[src/rtl/cmd_reader_pkg.sv]
// Shared constants for the command reader: FSM encodings, command IDs,
// character classes and the fixed command string table.
package cmd_reader_pkg;

   typedef enum logic [1:0] {
      ST_IDLE  = 2'd0,
      ST_READ  = 2'd1,
      ST_MATCH = 2'd2,
      ST_DONE  = 2'd3
   } state_t;

   localparam logic [1:0] CMD_NONE = 2'd0;
   localparam logic [1:0] CMD_HELP = 2'd1;
   localparam logic [1:0] CMD_LED  = 2'd2;
   localparam logic [1:0] CMD_PING = 2'd3;

   localparam logic [7:0] CH_CR       = 8'h0D;
   localparam logic [7:0] CH_LF       = 8'h0A;
   localparam logic [7:0] CH_BS       = 8'h08;
   localparam logic [7:0] CH_DEL      = 8'h7F;
   localparam logic [7:0] CH_PRINT_LO = 8'h20;
   localparam logic [7:0] CH_PRINT_HI = 8'h7E;
   localparam logic [7:0] CH_UPPER_LO = 8'h41;
   localparam logic [7:0] CH_UPPER_HI = 8'h5A;
   localparam logic [7:0] CH_CASE_OFS = 8'h20;

   localparam int CMD_NUM  = 3;
   localparam int CMD_MAXC = 8;

   typedef logic [CMD_MAXC-1:0][7:0] cmd_str_t;

   // Byte [0] holds the first character, so the literals read right-to-left.
   localparam cmd_str_t   CMD_STR [CMD_NUM] = '{
      {32'h0, "p", "l", "e", "h"},
      {40'h0, "d", "e", "l"},
      {32'h0, "g", "n", "i", "p"}
   };
   localparam int         CMD_LEN [CMD_NUM] = '{4, 3, 4};
   localparam logic [1:0] CMD_ID  [CMD_NUM] = '{CMD_HELP, CMD_LED, CMD_PING};

   function automatic logic [7:0] fold_case(input logic [7:0] b);
      if (b >= CH_UPPER_LO && b <= CH_UPPER_HI) return b + CH_CASE_OFS;
      return b;
   endfunction

endpackage

[src/rtl/cmd_reader_if.sv]
// Sequencer-facing handshake plus the UART rx byte stream for the command reader.
interface cmd_reader_if;
   logic       enable;
   logic [7:0] rx_data;
   logic       rx_valid;
   logic [1:0] cmd_id;
   logic       cmd_error;
   logic       cmd_done;
   logic [1:0] reader_state;

   modport master (
      output enable, rx_data, rx_valid,
      input  cmd_id, cmd_error, cmd_done, reader_state
   );

   modport slave (
      input  enable, rx_data, rx_valid,
      output cmd_id, cmd_error, cmd_done, reader_state
   );
endinterface

[src/rtl/cmd_reader_match.sv]
// Combinational lookup of the line buffer against the command table;
// a hit needs both identical characters and identical length.
module cmd_reader_match
   import cmd_reader_pkg::*;
#(
   parameter int MAX_LEN = 8,
   parameter int PTR_W   = 4
) (
   input  logic [MAX_LEN-1:0][7:0] buf_i,
   input  logic [PTR_W-1:0]        len_i,
   output logic                    match_o,
   output logic [1:0]              id_o
);

   // Lengths must agree first, so comparing the common prefix is enough.
   localparam int NCMP = (MAX_LEN < CMD_MAXC) ? MAX_LEN : CMD_MAXC;

   logic hit;

   always_comb begin
      match_o = 1'b0;
      id_o    = CMD_NONE;
      hit     = 1'b0;
      for (int c = 0; c < CMD_NUM; c++) begin
         hit = (int'(len_i) == CMD_LEN[c]);
         for (int i = 0; i < NCMP; i++) begin
            if (i < CMD_LEN[c] && buf_i[i] != CMD_STR[c][i]) hit = 1'b0;
         end
         if (hit && !match_o) begin
            match_o = 1'b1;
            id_o    = CMD_ID[c];
         end
      end
   end

endmodule

[src/rtl/cmd_reader.sv]
// Assembles UART bytes into a line, decodes it against the command table and
// hands the result to the sequencer over the enable/done handshake.
//
// state | meaning
// IDLE  | waiting for enable, outputs cleared
// READ  | collecting bytes until CR/LF
// MATCH | one cycle, latch table lookup result
// DONE  | cmd_done high until enable drops
module cmd_reader
   import cmd_reader_pkg::*;
#(
   parameter int MAX_LEN = 8,
   parameter int PTR_W   = 4
) (
   input  logic         clk,
   input  logic         rst,
   cmd_reader_if.slave  bus
);

   localparam int IDX_W = (MAX_LEN > 1) ? $clog2(MAX_LEN) : 1;

   state_t                  state_q, state_d;
   logic [PTR_W-1:0]        ptr_q, ptr_d;
   logic                    ovf_q, ovf_d;
   logic                    bad_q, bad_d;
   logic [MAX_LEN-1:0][7:0] buf_q, buf_d;
   logic [1:0]              id_q, id_d;
   logic                    err_q, err_d;

   logic                    match;
   logic [1:0]              match_id;
   logic [7:0]              rx_b;

   cmd_reader_match #(.MAX_LEN(MAX_LEN), .PTR_W(PTR_W)) u_match (
      .buf_i   (buf_q),
      .len_i   (ptr_q),
      .match_o (match),
      .id_o    (match_id)
   );

   assign rx_b = bus.rx_data;

   always_ff @(posedge clk or posedge rst) begin
      if (rst) begin
         state_q <= ST_IDLE;
         ptr_q   <= '0;
         ovf_q   <= 1'b0;
         bad_q   <= 1'b0;
         buf_q   <= '0;
         id_q    <= CMD_NONE;
         err_q   <= 1'b0;
      end else begin
         state_q <= state_d;
         ptr_q   <= ptr_d;
         ovf_q   <= ovf_d;
         bad_q   <= bad_d;
         buf_q   <= buf_d;
         id_q    <= id_d;
         err_q   <= err_d;
      end
   end

   always_comb begin
      state_d = state_q;
      ptr_d   = ptr_q;
      ovf_d   = ovf_q;
      bad_d   = bad_q;
      buf_d   = buf_q;
      id_d    = id_q;
      err_d   = err_q;
      unique case (state_q)
         ST_IDLE: begin
            id_d  = CMD_NONE;
            err_d = 1'b0;
            if (bus.enable) begin
               ptr_d   = '0;
               ovf_d   = 1'b0;
               bad_d   = 1'b0;
               state_d = ST_READ;
            end
         end
         ST_READ: begin
            if (!bus.enable) begin
               state_d = ST_IDLE;
            end else if (bus.rx_valid) begin
               if (rx_b == CH_CR || rx_b == CH_LF) begin
                  // A bare terminator with nothing pending is line noise, not a command.
                  if (ptr_q != '0 || ovf_q || bad_q) state_d = ST_MATCH;
               end else if (rx_b == CH_BS || rx_b == CH_DEL) begin
                  if (ptr_q != '0 && !ovf_q) ptr_d = ptr_q - PTR_W'(1);
               end else if (rx_b >= CH_PRINT_LO && rx_b <= CH_PRINT_HI) begin
                  if (int'(ptr_q) < MAX_LEN) begin
                     buf_d[ptr_q[IDX_W-1:0]] = fold_case(rx_b);
                     ptr_d = ptr_q + PTR_W'(1);
                  end else begin
                     ovf_d = 1'b1;
                  end
               end else begin
                  bad_d = 1'b1;
               end
            end
         end
         ST_MATCH: begin
            if (ovf_q || bad_q || !match) begin
               id_d  = CMD_NONE;
               err_d = 1'b1;
            end else begin
               id_d  = match_id;
               err_d = 1'b0;
            end
            state_d = ST_DONE;
         end
         ST_DONE: begin
            if (!bus.enable) begin
               id_d    = CMD_NONE;
               err_d   = 1'b0;
               state_d = ST_IDLE;
            end
         end
         default: state_d = ST_IDLE;
      endcase
   end

   assign bus.cmd_id       = id_q;
   assign bus.cmd_error    = err_q;
   assign bus.cmd_done     = (state_q == ST_DONE);
   assign bus.reader_state = state_q;

endmodule

[src/flat_wrapper.sv]
// flat-port wrapper written by rule: the top's interface ports become plain ports
module cmd_reader_flat import cmd_reader_pkg::*;
#(
   parameter int MAX_LEN = 8,
   parameter int PTR_W   = 4
)
  (clk, rst, bus_enable, bus_rx_data, bus_rx_valid, bus_cmd_id, bus_cmd_error, bus_cmd_done, bus_reader_state);
  cmd_reader_if bus_i ();
  input  logic clk;
  input  logic rst;
  input wire logic [$bits(bus_i.enable)-1:0] bus_enable;
  input wire logic [$bits(bus_i.rx_data)-1:0] bus_rx_data;
  input wire logic [$bits(bus_i.rx_valid)-1:0] bus_rx_valid;
  output wire logic [$bits(bus_i.cmd_id)-1:0] bus_cmd_id;
  output wire logic [$bits(bus_i.cmd_error)-1:0] bus_cmd_error;
  output wire logic [$bits(bus_i.cmd_done)-1:0] bus_cmd_done;
  output wire logic [$bits(bus_i.reader_state)-1:0] bus_reader_state;
  assign bus_i.enable = bus_enable;
  assign bus_i.rx_data = bus_rx_data;
  assign bus_i.rx_valid = bus_rx_valid;
  assign bus_cmd_id = bus_i.cmd_id;
  assign bus_cmd_error = bus_i.cmd_error;
  assign bus_cmd_done = bus_i.cmd_done;
  assign bus_reader_state = bus_i.reader_state;
  cmd_reader #(.MAX_LEN(MAX_LEN), .PTR_W(PTR_W)) u_core (.clk(clk), .rst(rst), .bus(bus_i));
endmodule
[config.mk]
export PLATFORM = sky130hd
export DESIGN_NAME = cmd_reader_flat
export DESIGN_NICKNAME = d
export VERILOG_FILES = /design/src/rtl/cmd_reader_pkg.sv /design/src/rtl/cmd_reader_if.sv /design/src/rtl/cmd_reader_match.sv /design/src/rtl/cmd_reader.sv /design/src/flat_wrapper.sv
export SDC_FILE = /design/constraint.sdc
export NUM_CORES = 1
export LEC_CHECK = 0
export CAP_MARGIN = 30
export CORE_ASPECT_RATIO = 1.2
export CORE_UTILIZATION = 23
export CTS_BUF_LIST = sky130_fd_sc_hd__clkbuf_4
export DETAILED_ROUTE_END_ITERATION = 10
export GPL_TIMING_DRIVEN = 0
export HOLD_SLACK_MARGIN = 0.08
export PLACE_DENSITY = 0.45
export SYNTH_ARGS = -nofsm -noshare
export SYNTH_HDL_FRONTEND = slang
export SYNTH_SLANG_ARGS = --single-unit
[constraint.sdc]
create_clock -name clk -period 2.1 [get_ports clk]
set_input_delay 0.42 -clock clk [delete_from_list [all_inputs] [get_ports clk]]
set_output_delay 0.42 -clock clk [all_outputs]
set_load 0.005 [all_outputs]
==> flow_summary.toml, run 1 <==
[finish]
insertedDiodeCount = 0
layout-drive-gt1-share_pct = 28.2
fin_nets = 250
syn_to_final_growth_pct = 21.8

[detailed_routing]
drtPass1Iterations = 4
ant_nets = 0
wl_per_cell_um = 15.1
drt-initial-drc-count = 67
via_per_inst = 4.70
wl_mm = 5.40
drc = 0
vias = 1678

[pwr]
p_per_area_nw_per_um2 = 680
total_leakage_power_uw = 0.00123
irDropWorstVdd_mv = 0.261

[worst_setup_path]
r2r_cells = 6
worstReg2RegStart = "u_core.ptr_q[3]"
crit_required_ns = 2.36
crit_path_start = "bus_rx_data[0]"
crit_path_start_kind = "input port"
cp-end-kind = "flip-flop"
worstPathMaxFanout = 5
path_class = "input port to flip-flop"
cp.arrival_ns = 2.27

[global_routing]
grt_max_degree = 34
grt_util_met1_pct = 15.3
grt-ovfl-total = 0
grt_antenna_before_repair = 0
grtUsageMet2_pct = 17.5
grtUsageMet3_pct = 1.83
globalRouteTotalUtil_pct = 11.1
grt_pass1_wl_mm = 9.00
busiest_layer = "met2"
grt_pass1_vias = 1698

[synth]
yosys-top-cells-count = "43 x dfrtp_1, 17 x mux2_2, 15 x mux2_1, 10 x nor2_1"
synth_edf_count = 0
ys_ff_latch = 43
ys_types = 58
post-synth-top-area-fraction_pct = 46.3
yosysTopAreaCell = "dfrtp_1"
syn_area_um2 = 2330
syn-num-nets = 219
yosys_warnings = 0
synth_most_common_cell = "dfrtp_1"
ys_seq_area_share_pct = 46.3
async_flop_share_pct = 100
synth_top_flop_cell = "dfrtp_1"
yosys-top-cells-area = "dfrtp_1 46%, mux2_2 8.2%, mux2_1 7.3%"
netlist_instances = 202
syn_area_per_cell_um2 = 11.5

[sta]
max_slew_margin_pct = 71.5
timing.final.crit_share_pct = 95.8
period_minus_slack_ns = 2.01
rsz0062_at_grt = "no"
worst_pin_slew_ns = 0.423
drv_slew = 0
skew_ns = 0.0118
fin_ws_ns = 0.0879
max_freq_ghz = 0.497
hold_viol = 0
timing.setup.tns_ns = 0
setup_violations = 0

[cts]
cts_root_buffer = "clkbuf_4"
cts_buffer_depth = 2
numCtsBuffers = 5
cts_hold_buf = 0
cts_tree = "built"
clk_latency_ns = 0.36
htreeDepth = 2
clk_transition_reported_paths_ns = 0.14
clock-sinks = 43

[die]
start_util_pct = 24.1
core_um2 = 9660
ios = 18
die_h_um = 112
row_count = 39
dieArea_um2 = 10500
die_w_um = 93.8

[placement]
port-buffer-count = 15
preCtsSetupSlack_ns = -0.859
dp_hpwl_mm = 3.92
gp_congestion = 0.761

[run]
cap_viol_max_count = 0

[worst_hold_path]
hold_class = "input port to async pin"

[status]
status = "completed"
path summary, 6_finish.rpt:
| kind | endpoint | slack [ns] |
|---|---|---|
| worst max-delay path | u_core.ptr_q[3] | 0.09 |
| worst min-delay path | u_core.bus.cmd_error | 0.30 |
| worst max register to register | u_core.bus.cmd_error | 0.10 |
| worst min register to register | u_core.buf_q[1] | 0.49 |
| max in group asynchronous | u_core.buf_q[19] | 1.34 |
| min in group clk | u_core.buf_q[17] | 0.34 |
cell usage in the layout, fill, tap and decap left out, types with 6 or more instances in the layout:
cell type,count
nand2_1,8
clkdlybuf4s50_1,9
nor2_1,10
buf_4,10
nand3_1,6
mux2_1,15
a21oi_1,8
dfrtp_1,42
clkbuf_4,6
mux2_2,17
inv_1,8
layout make-up:
class,instances,area [um2]
Timing Repair Buffer,26,229
Clock buffer,6,45.0
Inverter,9,33.8
Multi-Input combinational cell,144,1240
Buffer,4,45.0
Sequential cell,43,1080
Tap cell,123,154
Fill cell,1007,6830
Clock inverter,2,12.5
kinds of logic (layout without fill, tap and decap cells):
family / after synthesis / count (layout) / synth area share [%]
AND/OR/NAND/NOR: 73 / 73 / 21.6
AO/OA/AOI/OAI: 32 / 32 / 9.79
XOR/XNOR: 1 / 1 / 0.377
flip-flops: 43 / 43 / 46.3
adder cells (fa/ha/maj): 5 / 5 / 3.01
buffers and inverters: 15 / 47 / 3.07
multiplexers: 33 / 33 / 15.9
metrics by stage:
stage	hold slack, ns	std cells	utilization [%]	area, um2	power, uW
after detailed placement	0.468	341	27.8	2680	1500
after floorplan	0.449	202	-	2360	1360
after global placement	0.465	340	27.5	2660	1490
final	0.296	357	29.3	2830	1930
after CTS	0.304	355	29.0	2800	1950
after global routing	0.325	357	29.3	2830	2040
metal layers:
metal | vias to the layer above | part of all wire (%) | routed length [um]
met5 | - | 0 | 0
met1 | 839 | 49 | 2630
met3 | 4 | 2.0 | 109
li1 | 813 | - | -
met2 | 22 | 48 | 2600
met4 | 0 | 1.3 | 70
critical path, cell delays in order:
cell and delay (ns):
dlygate4sd2_1 0.26, buf_6 0.13, and3_1 0.13, a32o_2 0.24, nor2b_4 0.15, ha_4 0.22, a21o_1 0.15, a21oi_2 0.16
and4b_1 0.22, nand3b_1 0.11, nand3_1 0.07
timing repair:
action | 4_1_cts | 5_1_grt
pin swaps | 5 | 7
endpoints found under the hold margin | 0 | 0
gates resized for setup | 18 | 11
endpoints found under the setup margin | 35 | 14
setup buffers | 6 | 4
sequential cells by signal, summed over array words and instances (netlist names), named ones only:
| name | flops |
|---|---|
| u_core.ovf_q | 1 |
| u_core.bad_q | 1 |
| u_core.bus.cmd_error | 1 |
| u_core.ptr_q | 4 |
| u_core.buf_q | 32 |
| u_core.bus.reader_state | 1 |
| u_core.bus.cmd_id | 2 |
power by group:
part | switching, uW | leakage, uW | total [uW] | internal, uW
sequential | 95.2 | 0.000573 | 1070 | 976
clock | 287 | 0.0000317 | 430 | 143
combinational | 212 | 0.000627 | 426 | 213
Power figures use the tool's default switching activity.
==> inputs of run 2 (changes only) <==
--- a/config.mk
+++ b/config.mk
@@ -8,7 +8,6 @@
 export CAP_MARGIN = 30
 export CORE_ASPECT_RATIO = 1.2
 export CORE_UTILIZATION = 23
-export CTS_BUF_LIST = sky130_fd_sc_hd__clkbuf_4
 export DETAILED_ROUTE_END_ITERATION = 10
 export GPL_TIMING_DRIVEN = 0
 export HOLD_SLACK_MARGIN = 0.08
==> run 2 against run 1 <==
Compared with the run above: sequential power hardly changed; global-route usage increased by 0.085 points; wire length up 0.43%; register-to-register slack about the same.
==> flow_summary.toml, run 2 (same netlist as run 1, synthesis figures left out) <==
[status]
status = "completed"

[sta]
fin_ws_ns = 0.0875
hold_viol = 0
period_minus_slack_ns = 2.01
timing.final.crit_share_pct = 95.8
rsz0062_at_grt = "no"
setup_violations = 0
drv_slew = 0
skew_ns = 0.00408
worst_pin_slew_ns = 0.491
max_freq_ghz = 0.497
max_slew_margin_pct = 67.0

[detailed_routing]
drt-initial-drc-count = 74
vias = 1683
wl_mm = 5.42
drtPass1Iterations = 4
drc = 0
wl_per_cell_um = 15.2
ant_nets = 0
via_per_inst = 4.70

[worst_setup_path]
path_class = "input port to flip-flop"
r2r_cells = 6
reg2reg_to = "u_core.bus.cmd_error"
cpMaxStageDelayCell = "ha_1"
cp.arrival_ns = 2.18
cp_cell_sequence = "clkbuf_4 -> and3_1 -> a32o_2 -> nor2b_4 -> ha_1 -> a21o_1 -> a21oi_2 -> and4b_1 -> nand3b_1 -> nand3_1"
crit_required_ns = 2.26
crit_path_start_kind = "input port"
crit_path_max_incr_delay_ns = 0.28
cp-end-kind = "flip-flop"
crit_family = "simple AND/OR/NAND/NOR gates"
worstPathMaxFanout = 8
reg2reg_slack_ns = 0.11
worstReg2RegStart = "u_core.ptr_q[3]"
cp_num_buf_inv = 1

[cts]
htreeDepth = 2
cts_tree = "built"
cts_buffer_depth = 2
cts_root_buffer = "clkbuf_16"
clk_transition_reported_paths_ns = 0.06
clk_latency_ns = 0.29
numCtsBuffers = 5
clock-sinks = 43

[global_routing]
grt_max_degree = 34
globalRouteTotalUtil_pct = 11.1
grt_pass1_wl_mm = 9.00
grt_antenna_before_repair = 0
grt_pass1_vias = 1692
grt-ovfl-total = 0

[die]
die_h_um = 112
dieArea_um2 = 10500
core_um2 = 9660
ios = 18
start_util_pct = 24.1
die_w_um = 93.8
row_count = 39

[placement]
dp_hpwl_mm = 3.92
preCtsSetupSlack_ns = -0.859
gp_congestion = 0.761
port-buffer-count = 15
dp_cells = 341

[finish]
fin_nets = 251
final_common_cell = "dfrtp_1"
insertedDiodeCount = 0
regMostFlops = "u_core.buf_q"
layout-drive-gt1-share_pct = 27.2
stdcell_count = 358
largest_reg_flops = 32
syn_to_final_growth_pct = 24.5
fillCellCount = 1003
mostFrequentLayoutCells = "42 x dfrtp_1, 17 x mux2_2, 15 x mux2_1"

[pwr]
irDropWorstVdd_mv = 0.400
fin_total_pwr_uw = 2250
total_leakage_power_uw = 0.00127
p_per_area_nw_per_um2 = 778

[run]
cap_viol_max_count = 0

[worst_hold_path]
hold_class = "input port to async pin"
## run 2: per-layer routing
layer | part of all wire (%) | GRT usage [%] | up-vias | wire length (um)
li1 | - | - | 816 | -
met1 | 48 | 15.4 | 834 | 2620
met2 | 47 | 17.4 | 27 | 2580
met3 | 2.7 | 1.83 | 6 | 146
met4 | 1.4 | 4.10 | 0 | 76
met5 | 0 | 0 | - | 0
## run 2: report_power, final
group / internal (uW) / switching, uW
sequential: 979 / 86.2
clock: 439 / 320
combinational: 210 / 219
## run 2: what timing repair did
item                                    CTS  global route
hold buffers                              0             0
resized for setup                        20            13
pin swaps                                 6             6
endpoints found under the setup margin   37            23
buffers inserted                          9             1
endpoints found under the hold margin     0             0
## run 2: worst max path at each step
stage,start,end,slack (ns),depth (start not counted)
2_1_floorplan,bus_rx_data[2],u_core.ptr_q[3],0.003,10
3_3_place_gp,bus_rx_data[4],u_core.ptr_q[3],-0.88,10
3_5_place_dp,bus_rx_data[4],u_core.ptr_q[3],-0.86,10
4_1_cts,bus_rx_data[3],u_core.ptr_q[3],-0.02,10
5_1_grt,bus_rx_data[4],u_core.ptr_q[3],0.004,10
6_report,bus_rx_data[4],u_core.ptr_q[3],0.09,10
## run 2: metrics by stage
stage | hold WS [ns] | TNS (ns) | cell area (um2) | utilization, %
2_1_floorplan | 0.449 | 0 | 2360 | -
3_3_place_gp | 0.465 | -39.99 | 2660 | 27.5
3_5_place_dp | 0.468 | -25.58 | 2680 | 27.8
4_1_cts | 0.412 | -0.0178 | 2900 | 30.0
5_1_grt | 0.436 | 0 | 2900 | 30.0
6_report | 0.395 | 0 | 2900 | 30.0
## run 2: final cells by class
type / count / area (um2) / area share, %
Buffer: 5 / 48.8 / 1.68
Clock buffer: 6 / 129 / 4.45
Clock inverter: 2 / 12.5 / 0.432
Inverter: 9 / 33.8 / 1.17
Multi-Input combinational cell: 144 / 1220 / 42.0
Sequential cell: 43 / 1080 / 37.2
Tap cell: 123 / 154 / 5.31
Timing Repair Buffer: 26 / 224 / 7.73
==> inputs of run 3 (changes only) <==
--- a/config.mk
+++ b/config.mk
@@ -12,6 +12,7 @@
 export GPL_TIMING_DRIVEN = 0
 export HOLD_SLACK_MARGIN = 0.08
 export PLACE_DENSITY = 0.45
+export SLEW_MARGIN = 20
 export SYNTH_ARGS = -nofsm -noshare
 export SYNTH_HDL_FRONTEND = slang
 export SYNTH_SLANG_ARGS = --single-unit
==> constraint.sdc (replaced) <==
create_clock -name clk -period 1.95 [get_ports clk]
set_input_delay 0.39 -clock clk [delete_from_list [all_inputs] [get_ports clk]]
set_output_delay 0.39 -clock clk [all_outputs]
set_load 0.005 [all_outputs]
==> run 3 against run 2 <==
Compared with the run above: final area rose by 6.3%; wire length up 4.6%; register-to-register slack lost 0.03 ns; final cell count up 2.0%; first-iteration DRC count shrank 32%; worst hold slack got worse by 0.031 ns; global-route usage increased by 0.61 points; sequential share of layout area shrank 2.2 points; combinational power grew 22%; core utilization is 1.9 points higher; clock power rose by 22%; total power grew 16%; largest cell class unchanged.
==> flow_summary.toml, run 3 (same netlist as run 1, synthesis figures left out) <==
[detailed_routing]
via_per_inst = 4.74
ant_nets = 0
vias = 1731
drtPass1Iterations = 4
drt-initial-drc-count = 50
wl_per_cell_um = 15.6
drc = 0
wl_mm = 5.68

[worst_setup_path]
cpMaxStageDelayCell = "nor3_4"
cp_num_buf_inv = 3
crit_path_start_kind = "input port"
cp-end-kind = "flip-flop"
crit_path_max_incr_delay_ns = 0.34
worstPathMaxFanout = 8
cp_cell_sequence = "buf_6 -> nor3_4 -> buf_4 -> a311oi_2 -> nor3_4 -> and3_4 -> buf_6 -> mux2_1"
path_class = "input port to flip-flop"
crit_required_ns = 2.11
cp.arrival_ns = 2.07
crit_family = "simple AND/OR/NAND/NOR gates"

[cts]
numCtsBuffers = 5
clk_transition_reported_paths_ns = 0.06
cts_hold_buf = 0
clock-sinks = 43
cts_root_buffer = "clkbuf_16"
cts_buffer_depth = 2
cts_tree = "built"
htreeDepth = 2
clk_latency_ns = 0.28

[run]
cap_viol_max_count = 0

[sta]
worst_pin_slew_ns = 0.437
hold_viol = 0
period_minus_slack_ns = 1.91
drv_slew = 0
timing.final.crit_share_pct = 98.1
skew_ns = 0.00665
rsz0062_at_grt = "yes"
timing.setup.tns_ns = 0
max_slew_margin_pct = 70.9
max_freq_ghz = 0.523
setup_violations = 0

[global_routing]
grt_pass1_vias = 1733
grt-ovfl-total = 0
grt_antenna_before_repair = 0
grt_pass1_wl_mm = 9.36
globalRouteTotalUtil_pct = 11.8
grt_max_degree = 33

[finish]
stdcell_count = 365
mostFrequentLayoutCells = "41 x dfrtp_1, 19 x buf_4, 17 x mux2_2"
insertedDiodeCount = 0
fin_nets = 259
syn_to_final_growth_pct = 32.4
regMostFlops = "u_core.buf_q"
final_common_cell = "dfrtp_1"
layout-drive-gt1-share_pct = 32.2
fillCellCount = 1001
largest_reg_flops = 32

[die]
core_um2 = 9660
start_util_pct = 24.1
row_count = 39
ios = 18
die_h_um = 112
dieArea_um2 = 10500
die_w_um = 93.8

[pwr]
p_per_area_nw_per_um2 = 846
total_leakage_power_uw = 0.00137
irDropWorstVdd_mv = 0.352
fin_total_pwr_uw = 2600

[placement]
dp_hpwl_mm = 4.00
port-buffer-count = 15
dp_cells = 341
gp_congestion = 0.737

[worst_hold_path]
hold_class = "input port to flip-flop"

[status]
status = "completed"
-- run 3: cell types whose count changed in the layout (fill, tap and decap cells not counted), sizes merged --
cell / previous run / this run
clkbuf: 10 / 6
clkinv: 1 / 0
bufinv: 0 / 1
buf: 17 / 29
clkinvlp: 1 / 0
-- run 3: power breakdown --
part / switching [uW] / total (uW) / internal, uW / leakage (uW)
Sequential: 99.2 / 1150 / 1050 / 0.000571
Clock: 331 / 929 / 598 / 0.0000769
Combinational: 249 / 523 / 273 / 0.000718
Total: 680 / 2600 / 1920 / 0.00137
-- run 3: through the flow --
step | utilization [%] | instance area (um2) | worst slack, ns | hold slack, ns
after detailed placement | 27.8 | 2680 | -0.976 | 0.470
after global placement | 27.5 | 2660 | -0.997 | 0.463
after global routing | 31.9 | 3080 | -0.0417 | 0.364
final | 31.9 | 3080 | 0.0367 | 0.364
after CTS | 30.5 | 2950 | -0.0300 | 0.376
after floorplan | - | 2360 | -0.117 | 0.449
-- run 3: area by class of cell --
class,instances,area (um2),area share (%)
multi-input cells,144,1280,41.5
inverters,9,33.8,1.10
well taps,123,154,5.00
repair buffers,35,324,10.5
plain buffers,4,53.8,1.75
clock inverters,1,30.0,0.975
clock buffers,6,129,4.18
flip-flops and latches,43,1080,35.0
-- run 3: final timing paths --
check                                    to  slack, ns             from  cells past startpoint
max                         u_core.buf_q[6]       0.04   bus_rx_data[4]                      8
min                        u_core.buf_q[19]       0.36   bus_rx_data[3]                      2
max reg2reg                u_core.buf_q[15]       0.08  u_core.ptr_q[3]                      7
min reg2reg                 u_core.buf_q[7]       0.48  u_core.buf_q[7]                      1
max in group asynchronous  u_core.buf_q[23]       1.10              rst                      3
min in group asynchronous      u_core.ovf_q       0.39              rst                      2
-- run 3: routing by layer --
| layer | track usage (%) | vias to the layer above | routed length [um] |
|---|---|---|---|
| li1 | - | 830 | - |
| met5 | 0 | - | 0 |
| met4 | 3.38 | 0 | 58 |
| met2 | 19.8 | 31 | 2830 |
| met1 | 15.1 | 866 | 2600 |
| met3 | 2.37 | 4 | 188 |
-- run 3: what timing repair did --
action                     in CTS  in global routing
cloned                          0                  0
setup buffers                   9                 10
setup endpoints to repair      39                 36
pin swaps                      14                 11
resized for setup              39                 19
-- run 3: worst register-to-register path, stage by stage, from the launching register on --
cell and delay [ns]:
dfrtp_1 0.37, buf_6 0.12, buf_4 0.14, buf_4 0.16
nor4_1 0.37, nand3_2 0.12, buf_4 0.19, mux2_2 0.28
